--- src/rtl/pq_pkg.sv ---
// Shared types and helpers for the priority-queue command driver.
package pq_pkg;

    typedef enum logic {READY, COOL} state_t;

    typedef enum logic [2:0] {NONE, PUSH, POP, REPLACE, BYPASS, DROP} op_t;

    function automatic int count_width(input int queue_size);
        return $clog2(queue_size + 1);
    endfunction

endpackage

--- src/rtl/pq_result_reg.sv ---
// Single-entry valid/ready holding register for popped results.
module pq_result_reg
    import pq_pkg::*;
#(
    parameter int DATA_WIDTH = 12
) (
    input  logic                  clk,
    input  logic                  rst,
    input  logic                  load,
    input  logic [DATA_WIDTH-1:0] load_data,
    output logic                  valid,
    output logic [DATA_WIDTH-1:0] data,
    input  logic                  ready
);

    // A load may coincide with the consumer taking the previous entry.
    always_ff @(posedge clk) begin
        if (rst) begin
            valid <= 1'b0;
            data  <= '0;
        end else if (load) begin
            valid <= 1'b1;
            data  <= load_data;
        end else if (ready) begin
            valid <= 1'b0;
        end
    end

endmodule

--- src/rtl/pq_cmd_driver.sv ---
// Turns push/pop valid/ready streams into spaced i_wrt/i_read queue commands,
// merging push+pop into a replace or a bypass and returning popped values.
module pq_cmd_driver
    import pq_pkg::*;
#(
    parameter int DATA_WIDTH = 12,
    parameter int QUEUE_SIZE = 28,
    parameter int OP_GAP     = 4
) (
    input  logic                                 CLK,
    input  logic                                 RST,
    input  logic                                 s_push_valid,
    output logic                                 s_push_ready,
    input  logic [DATA_WIDTH-1:0]                s_push_data,
    input  logic                                 s_pop_valid,
    output logic                                 s_pop_ready,
    output logic                                 m_pop_valid,
    input  logic                                 m_pop_ready,
    output logic [DATA_WIDTH-1:0]                m_pop_data,
    output logic                                 q_wrt,
    output logic                                 q_read,
    output logic [DATA_WIDTH-1:0]                q_data,
    input  logic                                 q_full,
    input  logic                                 q_empty,
    input  logic [DATA_WIDTH-1:0]                q_head,
    output logic [count_width(QUEUE_SIZE)-1:0]   o_count,
    output logic                                 o_zero_drop
);

    localparam int                CW       = count_width(QUEUE_SIZE);
    localparam int                GW       = $clog2(OP_GAP + 1);
    localparam logic [CW-1:0]     FULL_CNT = CW'(QUEUE_SIZE);
    localparam logic [GW-1:0]     GAP_LOAD = GW'(OP_GAP);

    state_t          state, state_n;
    logic [GW-1:0]   gap_cnt, gap_cnt_n;
    op_t             op;
    logic            slot_free, full_c, empty_c;
    logic            push_acc, pop_acc, zero_push, is_cmd, res_load;
    logic [DATA_WIDTH-1:0] res_data;

    // The local count is authoritative for emptiness; q_empty is advisory.
    logic unused_q_empty;
    assign unused_q_empty = q_empty;

    always_comb begin
        slot_free    = !m_pop_valid || m_pop_ready;
        full_c       = (o_count == FULL_CNT) || q_full;
        empty_c      = (o_count == '0);
        s_push_ready = (state == READY) && (!full_c || (s_pop_valid && slot_free && !empty_c));
        s_pop_ready  = (state == READY) && slot_free && (!empty_c || s_push_valid);
        push_acc     = s_push_valid && s_push_ready;
        pop_acc      = s_pop_valid && s_pop_ready;
        zero_push    = push_acc && (s_push_data == '0);

        // A pop with nothing to remove returns zero, the queue's empty value.
        op = NONE;
        if (zero_push)
            op = pop_acc ? (empty_c ? BYPASS : POP) : DROP;
        else if (push_acc && pop_acc)
            op = (!empty_c && (s_push_data <= q_head)) ? REPLACE : BYPASS;
        else if (push_acc)
            op = PUSH;
        else if (pop_acc)
            op = empty_c ? BYPASS : POP;

        is_cmd   = (op == PUSH) || (op == POP) || (op == REPLACE);
        res_load = (op == POP) || (op == REPLACE) || (op == BYPASS);
        res_data = (op == BYPASS) ? (push_acc ? s_push_data : '0) : q_head;

        state_n   = state;
        gap_cnt_n = gap_cnt;
        if (state == COOL) begin
            if (gap_cnt == GW'(1))
                state_n = READY;
            else
                gap_cnt_n = gap_cnt - GW'(1);
        end else if (is_cmd) begin
            state_n   = COOL;
            gap_cnt_n = GAP_LOAD;
        end
    end

    always_ff @(posedge CLK) begin
        if (RST) begin
            state       <= READY;
            gap_cnt     <= '0;
            q_wrt       <= 1'b0;
            q_read      <= 1'b0;
            q_data      <= '0;
            o_count     <= '0;
            o_zero_drop <= 1'b0;
        end else begin
            state       <= state_n;
            gap_cnt     <= gap_cnt_n;
            q_wrt       <= (op == PUSH) || (op == REPLACE);
            q_read      <= (op == POP) || (op == REPLACE);
            q_data      <= ((op == PUSH) || (op == REPLACE)) ? s_push_data : '0;
            o_zero_drop <= zero_push;
            if (op == PUSH)
                o_count <= o_count + CW'(1);
            else if (op == POP)
                o_count <= o_count - CW'(1);
        end
    end

    pq_result_reg #(
        .DATA_WIDTH(DATA_WIDTH)
    ) u_result (
        .clk       (CLK),
        .rst       (RST),
        .load      (res_load),
        .load_data (res_data),
        .valid     (m_pop_valid),
        .data      (m_pop_data),
        .ready     (m_pop_ready)
    );

endmodule

--- config.mk ---
export PLATFORM = sky130hd
export DESIGN_NAME = pq_cmd_driver
export DESIGN_NICKNAME = d
export VERILOG_FILES = /design/src/rtl/pq_pkg.sv /design/src/rtl/pq_result_reg.sv /design/src/rtl/pq_cmd_driver.sv
export SDC_FILE = /design/constraint.sdc
export NUM_CORES = 1
export LEC_CHECK = 0
export ABC_AREA = 1
export CAP_MARGIN = 15
export CORE_UTILIZATION = 40
export DETAILED_ROUTE_END_ITERATION = 16
export PLACE_DENSITY = 0.81
export SETUP_SLACK_MARGIN = 0.4
export SLEW_MARGIN = 20
export SYNTH_ARGS = -nofsm -noshare
export SYNTH_HDL_FRONTEND = slang
export SYNTH_SLANG_ARGS = --single-unit
--- constraint.sdc ---
create_clock -name CLK -period 3.3 [get_ports CLK]
set_clock_uncertainty 0.1 [all_clocks]
set_input_delay 0.66 -clock CLK [delete_from_list [all_inputs] [get_ports CLK]]
set_output_delay 0.66 -clock CLK [all_outputs]
set_load 0.02 [all_outputs]
* Yosys cells after proc, flatten, opt, wreduce, memory -nomap -nowiden
Index checks and enable logic that the tools add are counted.
Widths: inputs -> output; s select.
** Storage, ports and cells
- Flip-flop bits (word level) :: 37
- Input port bits :: 31
- Output and inout port bits :: 35
- Logic and storage cells :: 70
** Operators by class
- $add $sub $neg :: 3
- $lt $le $gt $ge :: 1
- Equal/unequal tests :: 7
- Muxes and demuxes :: 19
- Bitwise operators :: 2
- Reductions and logical operators :: 29
** Operator list (count)
- $mux 3 :: 10
- $mux 12 :: 2
- $le 12x12->1 :: 1
- $logic_not 12->1 :: 1
- $logic_and 1x1->1 :: 10
- $mux 5 :: 2
- $logic_or 1x1->1 :: 9
- $eq 3x1->1 const B :: 2
- $eq 3x2->1 const B :: 2
- $reduce_bool 2->1 :: 3
- $add 5x1->5 const B :: 1
- $eq 5x5->1 const B :: 1
- $logic_not 5->1 :: 1
- $mux 1 :: 5
- $sub 5x1->5 const B :: 1
- $eq 3x3->1 const B :: 1
- $logic_not 1->1 :: 3
- $sub 3x1->3 const B :: 1
- $ne 2x2->1 const B :: 1
- $not 1->1 :: 2
- $reduce_and 2->1 :: 1
- $reduce_or 2->1 :: 1

* Depth between registers and ports, before layout
Gate-level depths: netlist (run 1).
- Word-level depth :: 15
- Gate-level depth with buffers :: 22
- Gate-level depth less buffers :: 22

* By module
Synthesis (run 1) repeated with hierarchy kept, for this count alone.
** Unflattened totals
- Cells, all modules :: 299
- Area total of the unflattened synthesis :: 2381.0 µm²
** Modules (own cells, without submodules)
- pq_cmd_driver :: instances 1, cells an instance 242, area each 1920.6 µm², seq. area each 480.5 µm²
- pq_result_reg :: instances 1, cells an instance 57, area each 460.4 µm², seq. area each 260.2 µm²

* Worst setup path after synthesis (run 1)
OpenSTA, ideal clock, no wires.
- Path type :: input -> register
- From :: input port q_head[11]
- To :: register o_count[3]
- Library setup time :: 129 ps
- Arrival :: 2892 ps
- Data required time :: 3071 ps
- Slack :: 179 ps
- Stages :: 21
- Buffers on the path :: 1
- Cells stage by stage :: inv_1 ha_1 nand2_1 inv_1 nand2_1 nor2_1 nand2_1 nand3_1 nand3_1 nor2_1 nor2_1 inv_1 buf_4 nand3_1 ha_1 a21oi_1 nand2_1 xnor2_1 nor2_1 a21oi_1 nor2_1
** Between the ends
- Cells in the longest elaborated chain, start to end :: 7
- Elaborated cells on any way between the ends :: 9
- Classes of those cells :: order compare (1); eq/ne (2); mux (4); reduce/logical (2)
** Ends and longest elaborated chain
- start: declaration :: RTL line pq_cmd_driver.sv:25 : input logic [DATA_WIDTH-1:0] q_head,
- $le 12x12->1 (*) :: RTL line pq_cmd_driver.sv:61 : op = (!empty_c && (s_push_data <= q_head)) ? REPLACE : BYPASS;
- $logic_and 1x1->1 (*) :: RTL line pq_cmd_driver.sv:61
- $mux 3 (*) :: RTL line pq_cmd_driver.sv:61
- $mux 3 (*) :: RTL line pq_cmd_driver.sv:60 : else if (push_acc && pop_acc)
- $mux 3 (*) :: RTL line pq_cmd_driver.sv:58 : if (zero_push)
- $eq 3x1->1 / $eq 3x2->1 (equally long branches) :: RTL line pq_cmd_driver.sv:100, pq_cmd_driver.sv:102
- $mux 5 / $reduce_bool 2->1 (equally long branches)
- end signal: assignment :: RTL line pq_cmd_driver.sv:101 : o_count <= o_count + CW'(1);
- end signal: assignment :: RTL line pq_cmd_driver.sv:103 : o_count <= o_count - CW'(1);
- end: declaration :: RTL line pq_cmd_driver.sv:26 : output logic [count_width(QUEUE_SIZE)-1:0] o_count,
Mark *: on every way between the ends. The rest lies on a longest branch, timed or not.
A chain may end at the register's enable or synchronous reset.

* Worst setup path after layout (run 1)
- From :: input port s_push_data[1]
- To :: register o_count[4]
** Between the ends
- Cells in the longest elaborated chain, start to end :: 7
- Elaborated cells on any way between the ends :: 11
- Classes of those cells :: order compare (1); eq/ne (2); mux (4); reduce/logical (4)
** Ends and longest elaborated chain
- start: declaration :: RTL line pq_cmd_driver.sv:14 : input logic [DATA_WIDTH-1:0] s_push_data,
- $le 12x12->1 :: RTL line pq_cmd_driver.sv:61
- $logic_and 1x1->1 :: RTL line pq_cmd_driver.sv:61
- $mux 3 :: RTL line pq_cmd_driver.sv:61
- $mux 3 :: RTL line pq_cmd_driver.sv:60
- $mux 3 (*) :: RTL line pq_cmd_driver.sv:58
- $eq 3x1->1 / $eq 3x2->1 (equally long branches) :: RTL line pq_cmd_driver.sv:100, pq_cmd_driver.sv:102
- $mux 5 / $reduce_bool 2->1 (equally long branches)
Marks and branches as above.

==> flow_summary.yaml, run 1 <==
global_route:
  antenna_found_initial: 0
  gr-total-overflow: 0
  grt_pass1_wl_um: 10100
  grt_pass1_vias: 2203
  grt_start_max_net_pins: 14
  grt_util_all_layers_pct: 21.7
setup_path:
  startpoint_type: "input pin"
  path_cells: "clkdlybuf4s15_1, ha_4, nand2_1, nand2_1, nand2_1, nand2_1, nand2_1, nand3_2, nand3_2, nand2_2, nand2_2, nand2_4, inv_4, nand3_4, ha_4, a21oi_1, nand2_2, mux2i_2, nand3_1, nand2_1, nor2_1"
  worst-setup-path-type: "input pin to register"
  critPathMaxStageDelay_ns: 0.28
  slowest_stage: "ha_4"
  cp.arrival_ns: 2.99
  endpoint_kind: "register"
  path_max_fanout: 4
  crit_top_cell: "nand2_1"
  cp_data_required_time_ns: 3.39
cts:
  clock_latency_ns: 0.29
  cts_buffer_depth: 2
  cts-root-buf: "clkbuf_8"
  cts_tree: "built"
  cts_sinks: 37
  numCtsBuffers: 5
  htreeDepth: 2
  path_clk_slew_ns: 0.07
  hold_buffers: 0
placement:
  hpwl_um: 4380
  gp_congestion: 0.843
  port_buffers: 64
  dpl-instance-area_um2: 3260
  placed_cells: 458
floorplanning:
  io_pins: 66
  placementRows: 26
  die_area_um2: 5830
  chipWidth_um: 76.3
  start_util_pct: 42.5
  dieHeight_um: 76.3
  core_area_um2: 5200
yosys:
  synth_cell_types: 35
  synth.area.mux_share_pct: 0.453
  synth_compound_area_share_pct: 15.7
  syn_area_um2: 2210
  synthesis.instances: 295
  synth_xor_area_share_pct: 1.19
  synth_seq_area_share_pct: 33.5
  synthesis.nets: 344
  synth_top_family_by_area: "simple AND/OR/NAND/NOR gates"
  ys_warn_count: 0
  syn_area_per_cell_um2: 7.49
  ys_ff_latch: 37
  yosys.area_share.simple_pct: 27.5
  synth_fa_ha_area_share_pct: 10.5
drt:
  wl_per_cell_um: 13.2
  dr.pass1.iters: 4
  num_vias: 2326
  viasPerCell: 4.89
  drtIter0Drc: 135
  ant_nets: 0
  routed_wl_um: 6280
  drcViolationCount: 0
cells_and_area:
  ff_latch_area_um2: 741
  final_common_cell: "buf_4"
  stdcell_count: 476
  final_util_pct: 67.8
  area_delta_synth_final_pct: 59.6
  final_area_um2: 3530
  antenna_cells: 0
  final_cell_mix: "buf_4 (44), nand2_1 (42), nor2_1 (38)"
  multi_input_area_um2: 1470
  layout.nets: 454
  fillers: 402
  drive_above_1_share_pct: 38.4
sta:
  max-slew-margin-rel_pct: 64.5
  setup_viol: 0
  rsz0062_at_grt: "yes"
  fin_crit_sh_pct: 88.0
  tightest_slew_ns: 0.530
  drv_slew: 0
  hold_viol_final: 0
  fin_setup_tns_ns: 0
  fmax_mhz: 344
  finalCriticalPeriod_ns: 2.90
power:
  leakagePower_nw: 1.65
  total_power_mw: 2.55
  power-per-cell-area_nw_per_um2: 723
  vdd_drop_max_mv: 0.358
min_path:
  hp-class: "register to register"
job:
  drv_cap: 0
status:
  status: "complete, no violations"
-- critical path, delay by kind of cell --
kind	cells	cell delay, ns
multiplexers	1	0.20
AO/OA/AOI/OAI	1	0.19
AND/OR/NAND/NOR	15	1.08
buffers and inverters	2	0.32
adder cells (fa/ha/maj)	2	0.53
-- registers in the layout, indices dropped and copies added (netlist names) --
name	count
gap_cnt	3
state	1
q_wrt	1
u_result.data	12
u_result.valid	1
q_data	12
o_count	5
o_zero_drop	1
q_read	1
-- Yosys cell counts (all sizes together) --
| cell type | count | area, um2 |
|---|---|---|
| xnor2 | 2 | 17.5 |
| fa | 1 | 20.0 |
| a21o | 1 | 7.51 |
| o21ai | 23 | 149 |
| nor3 | 1 | 5.00 |
| clkbuf | 3 | 11.3 |
| or2 | 2 | 12.5 |
| o211ai | 2 | 15.0 |
| xor2 | 1 | 8.76 |
| nand3 | 17 | 100 |
| mux2i | 1 | 10.0 |
| dfxtp | 37 | 741 |
| nand4 | 3 | 18.8 |
| a21oi | 26 | 175 |
| inv | 51 | 191 |
| buf | 3 | 38.8 |
| clkinv | 1 | 5.00 |
| nor2 | 46 | 201 |
| nand2 | 57 | 270 |
| ha | 17 | 213 |
-- layer usage --
layer	share of wire (%)	track usage (%)	vias to the layer above	routed length [um]
met1	42	26.1	1073	2650
met3	5.8	4.79	21	363
met2	49	36.9	82	3080
met5	0	0	-	0
li1	-	-	1150	-
met4	3.0	9.23	0	189
-- repair_timing --
action                                  CTS  global route
pin swaps                                27            28
setup buffers                             5             5
gates resized for setup                  51            57
cloned                                    0             0
endpoints found under the setup margin    9             5
-- stage by stage --
step	worst slack (ns)	hold WS, ns
2_1_floorplan	0.310	0.354
3_5_place_dp	-0.405	0.386
3_3_place_gp	-0.307	0.371
6_report	0.397	0.401
5_1_grt	0.211	0.437
4_1_cts	0.367	0.398
-- logic make-up after synthesis --
logic type,after synthesis
AO/OA/AOI/OAI,52
XOR/XNOR,3
adder cells (fa/ha/maj),18
buffers and inverters,58
flip-flops,37
multiplexers,1
AND/OR/NAND/NOR,126
-- report_power, final --
part / switching [mW] / internal (mW)
clock network: 0.176 / 0.246
logic: 0.826 / 0.662
registers: 0.0846 / 0.557
total: 1.09 / 1.46
-- final cells by class --
class	count	area share [%]
clock buffer	6	2.34
multi-input combinational	200	41.5
tap	70	2.48
clock inverter	2	1.06
sequential	37	21.0
inverter	52	6.06
timing repair buffer	109	25.6
-- path summary, 6_finish.rpt --
path	slack, ns	cells after the start	startpoint	endpoint
hold / removal	0.40	1	gap_cnt[0]	gap_cnt[0]
hold reg to reg	0.40	1	gap_cnt[0]	gap_cnt[0]
setup / recovery	0.40	21	s_push_data[1]	o_count[4]
setup reg to reg	0.60	16	o_count[0]	o_count[4]
(Power assumes the default switching activity.)
==> run 2: changes to the inputs <==
--- a/config.mk
+++ b/config.mk
@@ -9,7 +9,8 @@
 export CAP_MARGIN = 15
 export CORE_UTILIZATION = 40
 export DETAILED_ROUTE_END_ITERATION = 16
-export PLACE_DENSITY = 0.81
+export PLACE_DENSITY = 0.8
+export RECOVER_POWER = 50
 export SETUP_SLACK_MARGIN = 0.4
 export SLEW_MARGIN = 20
 export SYNTH_ARGS = -nofsm -noshare
==> flow_summary.yaml, run 2 (synthesis results as in run 1) <==
sta:
  setup_viol: 0
  finalCriticalPeriod_ns: 2.99
  max-slew-margin-rel_pct: 42.7
  tightest_slew_ns: 0.860
  fin_crit_sh_pct: 90.6
  fmax_mhz: 334
  rsz0062_at_grt: "yes"
  postLayoutSetupSlackWorst_ns: 0.310
  hold_viol_final: 0
  drv_slew: 0
  fin_setup_tns_ns: 0
cells_and_area:
  area_delta_synth_final_pct: 58.6
  final_cell_mix: "buf_4 (51), nand2_1 (42), nor2_1 (39)"
  antenna_cells: 0
  final_area_um2: 3510
  layout.nets: 462
  fillers: 417
  drive_above_1_share_pct: 37.3
  top_regs: "q_data x12, u_result.data x12, o_count x5"
  stdcell_count: 483
  final_common_cell: "buf_4"
cts:
  hold_buffers: 0
  clock_latency_ns: 0.29
  path_clk_slew_ns: 0.07
  cts_tree: "built"
  numCtsBuffers: 5
  cts-root-buf: "clkbuf_8"
  htreeDepth: 2
  cts_buffer_depth: 2
  cts_sinks: 37
power:
  total_power_mw: 2.41
  vdd_drop_max_mv: 0.354
  leakagePower_nw: 1.76
  power-per-cell-area_nw_per_um2: 686
setup_path:
  cp_num_buf_inv: 5
  critPathMaxStageDelay_ns: 0.39
  worst-setup-path-type: "input pin to register"
  crit_top_cell: "nand2_2"
  path_delay_family: "simple AND/OR/NAND/NOR gates"
  startpoint_type: "input pin"
  slowest_stage: "fa_2"
  path_max_fanout: 4
  cp_data_required_time_ns: 3.39
  cp.arrival_ns: 3.08
  path_cells: "buf_6, buf_6, inv_12, ha_4, nand2_4, inv_2, nand2_2, nor2_2, nand4_1, nand3_2, nand2_2, nand2_2, nand2_4, inv_4, nand3_4, fa_2, nand3_2, nand2_2, mux2i_2, nand3_1, nand2_1, nor2_1"
  endpoint_kind: "register"
global_route:
  grt_util_all_layers_pct: 22.8
  grt_start_max_net_pins: 16
  grt_pass1_wl_um: 10600
  antenna_found_initial: 0
  gr-total-overflow: 0
  grt_pass1_vias: 2395
floorplanning:
  start_util_pct: 42.5
  io_pins: 66
  dieHeight_um: 76.3
  chipWidth_um: 76.3
  die_area_um2: 5830
  core_area_um2: 5200
  placementRows: 26
min_path:
  hp-class: "register to register"
drt:
  wl_per_cell_um: 13.9
  drtIter0Drc: 79
  drcViolationCount: 0
  viasPerCell: 4.80
  ant_nets: 0
  num_vias: 2319
  routed_wl_um: 6730
  dr.pass1.iters: 5
status:
  status: "complete, no violations"
placement:
  port_buffers: 64
  place_ws_ns: -0.394
  dpl-instance-area_um2: 3280
  placed_cells: 460
  gp_congestion: 0.790
  hpwl_um: 4420
job:
  drv_cap: 0
-- run 2: cell types whose count changed in the layout (fill, tap and decap cells not counted), moves of 3 or more --
cell,delta
clkdlybuf4s50_1,-33
clkbuf_2,-6
dlygate4sd2_1,+6
buf_2,+6
dlygate4sd3_1,+33
clkdlybuf4s15_1,-4
inv_2,-3
inv_1,+3
buf_4,+7
-- run 2: stage by stage --
step / utilization [%] / hold WS, ns
after floorplan: - / 0.354
after global placement: 63.0 / 0.372
after detailed placement: 63.0 / 0.381
after CTS: 67.3 / 0.394
after global routing: 67.4 / 0.416
final: 67.4 / 0.398
-- run 2: where the power goes --
| part | internal [mW] | switching, mW | total, mW |
|---|---|---|---|
| logic | 0.615 | 0.829 | 1.44 |
| registers | 0.557 | 0.0776 | 0.634 |
| clock network | 0.166 | 0.162 | 0.328 |
| total | 1.34 | 1.07 | 2.41 |
-- run 2: path summary, 6_finish.rpt --
check,from,endpoint,slack [ns],cells after the start
min reg2reg,gap_cnt[0],gap_cnt[0],0.40,1
max,q_head[11],o_count[4],0.31,22
min,gap_cnt[0],gap_cnt[0],0.40,1
max reg2reg,o_count[0],o_count[4],0.54,16
-- run 2: area by class of cell --
type | instances | area [um2] | area share (%)
multi-input cells | 200 | 1430 | 40.8
repair buffers | 117 | 946 | 27.0
flip-flops and latches | 37 | 741 | 21.1
well taps | 70 | 87.6 | 2.50
inverters | 52 | 214 | 6.10
clock buffers | 7 | 86.3 | 2.46
-- run 2: repair_timing --
| action | 4_1_cts | 5_1_grt |
|---|---|---|
| buffers inserted | 13 | 3 |
| gates cloned | 0 | 0 |
| hold endpoints to repair | 0 | 0 |
| setup endpoints to repair | 17 | 6 |
| pin swaps | 28 | 20 |
| gates resized for setup | 65 | 37 |
-- run 2: layer usage --
layer / part of all wire, % / GRT usage (%) / up-vias
met2: 52 / 41.6 / 79
met4: 2.7 / 10.2 / 0
met1: 40 / 24.9 / 1057
met3: 5.0 / 5.27 / 19
li1: - / - / 1164
met5: 0 / 0 / -
==> RTL change 1: new RTL, settings of run 2 <==
Reset style: asynchronous (`RST` and `rst`), changed in 2 clocked blocks.
--- a/src/rtl/pq_result_reg.sv
+++ b/src/rtl/pq_result_reg.sv
@@ -14,7 +14,7 @@
 );
 
     // A load may coincide with the consumer taking the previous entry.
-    always_ff @(posedge clk) begin
+    always_ff @(posedge clk or posedge rst) begin
         if (rst) begin
             valid <= 1'b0;
             data  <= '0;
--- a/src/rtl/pq_cmd_driver.sv
+++ b/src/rtl/pq_cmd_driver.sv
@@ -81,7 +81,7 @@
         end
     end
 
-    always_ff @(posedge CLK) begin
+    always_ff @(posedge CLK or posedge RST) begin
         if (RST) begin
             state       <= READY;
             gap_cnt     <= '0;
Function: differs if RST is asserted again (counterexample within 4 cycles, from zero or initial values and one cycle with RST high); with RST held inactive, the same outputs for 10 cycles.
==> RTL change 1 against run 2 <==
- the flow now finishes with violations (max-capacitance violations, max-slew violations)
- setup slack better by 36 ps
- die area up 7.5%
- final cell count down 2.1%
- routed wire length up 10%
- register-to-register slack worse by 150 ps
- clock power up 45%
- cell area up 7.1%
- power up 13%
- area after synthesis up 7.7%
- combinational power up 6%
- sequential share of layout area up 3.5 points
- sequential cell count unchanged
- via count up 3.7%
- critical path type unchanged
- critical endpoint is now o_count[4]
- largest power group unchanged
==> RTL change 1: results (changes against run 2) <==
[run_status]
status = finished with violations
violations = max-capacitance violations, max-slew violations

[pwr]
power.switching_mw = 1.132  ; +5.9%
leakage_nw = 1.933  ; +9.9%
pg_seq_mw = 0.729  ; +15%

[setup_path]
slowest_stage = ha_4
cp.arrival_ps = 3050  ; -30 ps

[logic_synthesis]
synth_mux_area_share_pct = 0  ; -0.45 points
ys_top_cells_by_count = nand2_1, inv_1, dfrtp_1, nor2_1
synth_ff_type = dfrtp_1
ys_top_cells_by_area = dfrtp_1, ha_1, nand2_1, inv_1, nor2_1
synthDistinctLibCells = 32  ; -8.6%
yosysSeqAreaShare_pct = 38.89  ; +5.4 points
async_flop_share_pct = 100.0  ; +100 points
synthAdderAreaFrac_pct = 9.774  ; -0.75 points

[global_route]
grt_start_max_net_pins = 38  ; +22
track_usage_pct = 23.51  ; +0.71 points
grt.met2_usage_pct = 40.34  ; -1.3 points
grt_first_pass_wirelength_um = 11320  ; +7.1%

[finish]
final_nets = 449  ; -2.8%
layout-drive-gt1-share_pct = 41.65  ; +4.4 points

[placed_design]
post-dp-hpwl_um = 4524  ; +2.4%
gp_routability_congestion = 0.8578  ; +8.6%

[sta]
finalCritPeriodShare_pct = 89.50  ; -1.1 points
relSlewSlack_pct = -27.61  ; -70 points
drv_slew = 38  ; +38

[route]
drt_iter0_markers = 134  ; +70%
routedWlPerCell_um = 15.70  ; +13%
first_pass_iters = 4  ; -1
wl_met3_um = 479  ; +43%
wirelength_um = 7428  ; +10%

[flow_run]
drv_cap = 1  ; +1

-- RTL change 1: cell types whose count changed in the layout (fill, tap and decap cells not counted), sizes merged, moves of 5 or more --
cell	delta
nand2	+7
o211ai	+7
nor2	-6
a21oi	-17
clkdlybuf4s15	+5
dfrtp	+37
nand3	+5
o21ai	-14
dfxtp	-37
buf	-8
clkdlybuf4s50	+19
dlygate4sd3	-18
-- RTL change 1: layout make-up --
| class | instances | area (um^2) |
|---|---|---|
| clock buffers | 5 | 68.82 |
| clock inverters | 3 | 65.06 |
| fillers | 399 | 1852 |
| inverters | 54 | 212.7 |
| multi-input cells | 187 | 1449 |
| flip-flops and latches | 37 | 925.9 |
| well taps | 72 | 90.09 |
| repair buffers | 115 | 944.7 |
-- RTL change 1: kinds of logic (layout without fill, tap and decap cells) --
kind of cell             Yosys count  count (layout)
buffers and inverters             58             177
AND/OR/NAND/NOR                  135             135
XOR/XNOR                           3               3
adder cells (fa/ha/maj)           18              18
AO/OA/AOI/OAI                     31              31
flip-flops                        37              37
-- RTL change 1: worst max-delay path, delay by kind of cell --
| family | cells | cell delay, ps |
|---|---|---|
| AOI/OAI and AO/OA | 3 | 530 |
| adders and majority gates | 2 | 490 |
| buffers and inverters | 4 | 400 |
| and+or+nand+nor | 12 | 950 |
-- RTL change 1: path summary, 6_finish.rpt --
path	start	end	cells past startpoint
worst max-delay path	q_head[3]	o_count[4]	21
worst min-delay path	gap_cnt[0]	gap_cnt[0]	1
worst max register to register	o_count[1]	o_count[4]	16
worst min register to register	gap_cnt[0]	gap_cnt[0]	1
max in group asynchronous	RST	u_result.data[3]	3
min in group asynchronous	RST	o_count[0]	3
-- RTL change 1: timing repair --
item                                    in CTS  in global routing
endpoints found under the setup margin      12                  5
pin swaps                                   24                 35
buffers inserted                             9                  7
gates resized for setup                     63                 58
==> RTL change 2: new RTL, settings of run 2 <==
Without the edit above. Set the parameter `OP_GAP` to 8 (it was 4).
--- a/src/rtl/pq_cmd_driver.sv
+++ b/src/rtl/pq_cmd_driver.sv
@@ -5,7 +5,7 @@
 #(
     parameter int DATA_WIDTH = 12,
     parameter int QUEUE_SIZE = 28,
-    parameter int OP_GAP     = 4
+    parameter int OP_GAP     = 8
 ) (
     input  logic                                 CLK,
     input  logic                                 RST,
Check against the original RTL: not equivalent (Yosys sat finds a counterexample within 10 cycles, from zero or initial values and one cycle with RST high).
==> RTL change 2 against run 2 <==
- routed wire length shrank 0.31%
- utilization shrank 1.5 points
- highest routed layer unchanged
- area after synthesis grew 6.2%
- critical path type unchanged
- setup slack gained 110 ps
- cell area grew 4.6%
- hold slack is essentially flat
- clock power grew 23%
- power grew 15%
- sequential cell count grew 1
==> RTL change 2: results (changes against run 2) <==
[clocking]
insertion_delay_ps = 300
clk_pin_slew_worst_paths_ps = 70  ; about the same
clk_path_buf_depth = 2  ; unchanged

[global_route]
grt_pass1_vias = 2543  ; +6.2%
track_usage_pct = 23.29  ; +0.49 points
met3_usage_pct = 5.000  ; -0.27 points
grt.met2_usage_pct = 41.83  ; +0.20 points
grt_first_pass_wirelength_um = 11250  ; +6.5%
antenna_found_initial = 0  ; unchanged
grtUsageMet1_pct = 25.46  ; +0.57 points

[route]
wirelength_um = 6711  ; -0.31%
drt_iter0_markers = 71  ; -10%
first_pass_iters = 4  ; -1
routedWlPerCell_um = 13.75  ; -1.3%
vias = 2376  ; +2.5%

[placed_design]
gp_routability_congestion = 0.8255  ; +4.5%
place_inst = 471  ; +2.4%
post-dp-hpwl_um = 4683  ; +6.0%
post_dp_cell_area_mm2 = 0.003392  ; +3.4%
port_buffers = 64  ; unchanged
dpl_worst_slack_ps = -311.3  ; +82.89 ps

[setup_path]
slowest_delay_ps = 280  ; -110 ps
worst-path-max-fanout = 8  ; +4
slowest_stage = nand2_1
r2r_slack_ps = 570  ; +30 ps
cp.arrival_ps = 2970  ; -110 ps

[sta]
worst_slew_pin_slew_ps = 550.3  ; -309.8 ps
setup_ws_ps = 425.4  ; +115.0 ps
whs_ps = 398.8  ; +0.4910 ps

[finish]
antenna_cells = 0  ; unchanged
non_clock_inverter_count = 53  ; +1.9%
area_delta_synth_final_pct = 56.26
final_nets = 464  ; +0.43%
layout-drive-gt1-share_pct = 42.31  ; +5.0 points
nNonClkBuffers = 112  ; -4.3%
top_regs = q_data x12, u_result.data x12, o_count x5
n_sequential_cell = 38  ; +2.7%
multi_input_gates = 205  ; +2.5%
regArea_um2 = 760.7  ; +2.7%
nonClkBufAreaFrac_pct = 25.98  ; -0.99 points
multi_input_area_share_pct = 42.11  ; +1.3 points
fillers = 454  ; +8.9%
clock_cell_area_share_pct = 2.966  ; +0.50 points
nClkBuffers = 5  ; -2

[run_status]
status = complete, no violations

[logic_synthesis]
synth_compound_area_share_pct = 15.34  ; -0.33 points
syn_nets = 351  ; +2.0%
synth_cells = 302  ; +2.4%
yosysSeqAreaShare_pct = 32.39  ; -1.1 points
ys_top_cells_by_count = nand2_1, inv_1, dfxtp_1, nor2_1, ha_1
synthAdderAreaFrac_pct = 9.909  ; -0.62 points
ys_top_cells_by_area = dfxtp_1, ha_1, nand2_1, inv_1, nor2_1
synthXorXnorAreaFrac_pct = 1.492  ; +0.30 points
synth_mux_area_share_pct = 0  ; -0.45 points
yosys_warnings = 0  ; unchanged

[floorplan]
core_area_mm2 = 0.005574  ; +7.1%

[pwr]
swShare_pct = 45.05  ; +0.63 points
leakage_nw = 1.817  ; +3.3%
ir_drop_v = 0.0004240  ; +20%

[min_path]
hold_path.class = reg -> reg

-- RTL change 2: cell types whose count changed after synthesis, moves of 2 or more --
| cell | before | now |
|---|---|---|
| a21oi_1 | 16 | 14 |
| a31oi_1 | 0 | 2 |
| inv_1 | 48 | 46 |
| inv_2 | 3 | 6 |
| nand2_2 | 4 | 6 |
| nand2_4 | 4 | 6 |
| nand4_1 | 3 | 8 |
| nor2_1 | 42 | 29 |
| nor2_2 | 2 | 10 |
| o211ai_1 | 2 | 0 |
| xor2_1 | 1 | 3 |
-- RTL change 2: layer usage --
metal,vias up,part of all wire (%)
met2,77,52
met3,13,5.5
met5,-,0
li1,1185,-
met1,1101,40
met4,0,2.5
-- RTL change 2: worst paths after layout --
kind / end / depth (start not counted) / from
setup / recovery: o_count[0] / 18 / q_head[5]
hold / removal: gap_cnt[1] / 2 / gap_cnt[1]
setup reg to reg: o_count[4] / 14 / o_count[0]
hold reg to reg: gap_cnt[1] / 2 / gap_cnt[1]
-- RTL change 2: cell families after synthesis --
family                     count (synthesis)
AOI/OAI and AO/OA                         52
buffers and inverters                     59
DFF                                       38
xor gates and xnor gates                   4
adders and majority gates                 18
and+or+nand+nor                          131
-- RTL change 2: power by group through the flow --
stage | combinational [mW] | sequential (mW) | clock, mW
after global placement | 1.58 | 0.688 | 0
after floorplan | 0.938 | 0.810 | 0
after detailed placement | 1.63 | 0.691 | 0
final | 1.69 | 0.681 | 0.402
after CTS | 1.70 | 0.683 | 0.402
after global routing | 1.85 | 0.700 | 0.424
-- RTL change 2: what timing repair did --
action                     CTS  global route
pin swaps                   19            29
setup buffers                8             1
setup endpoints to repair    5            36
resized for setup           45            82
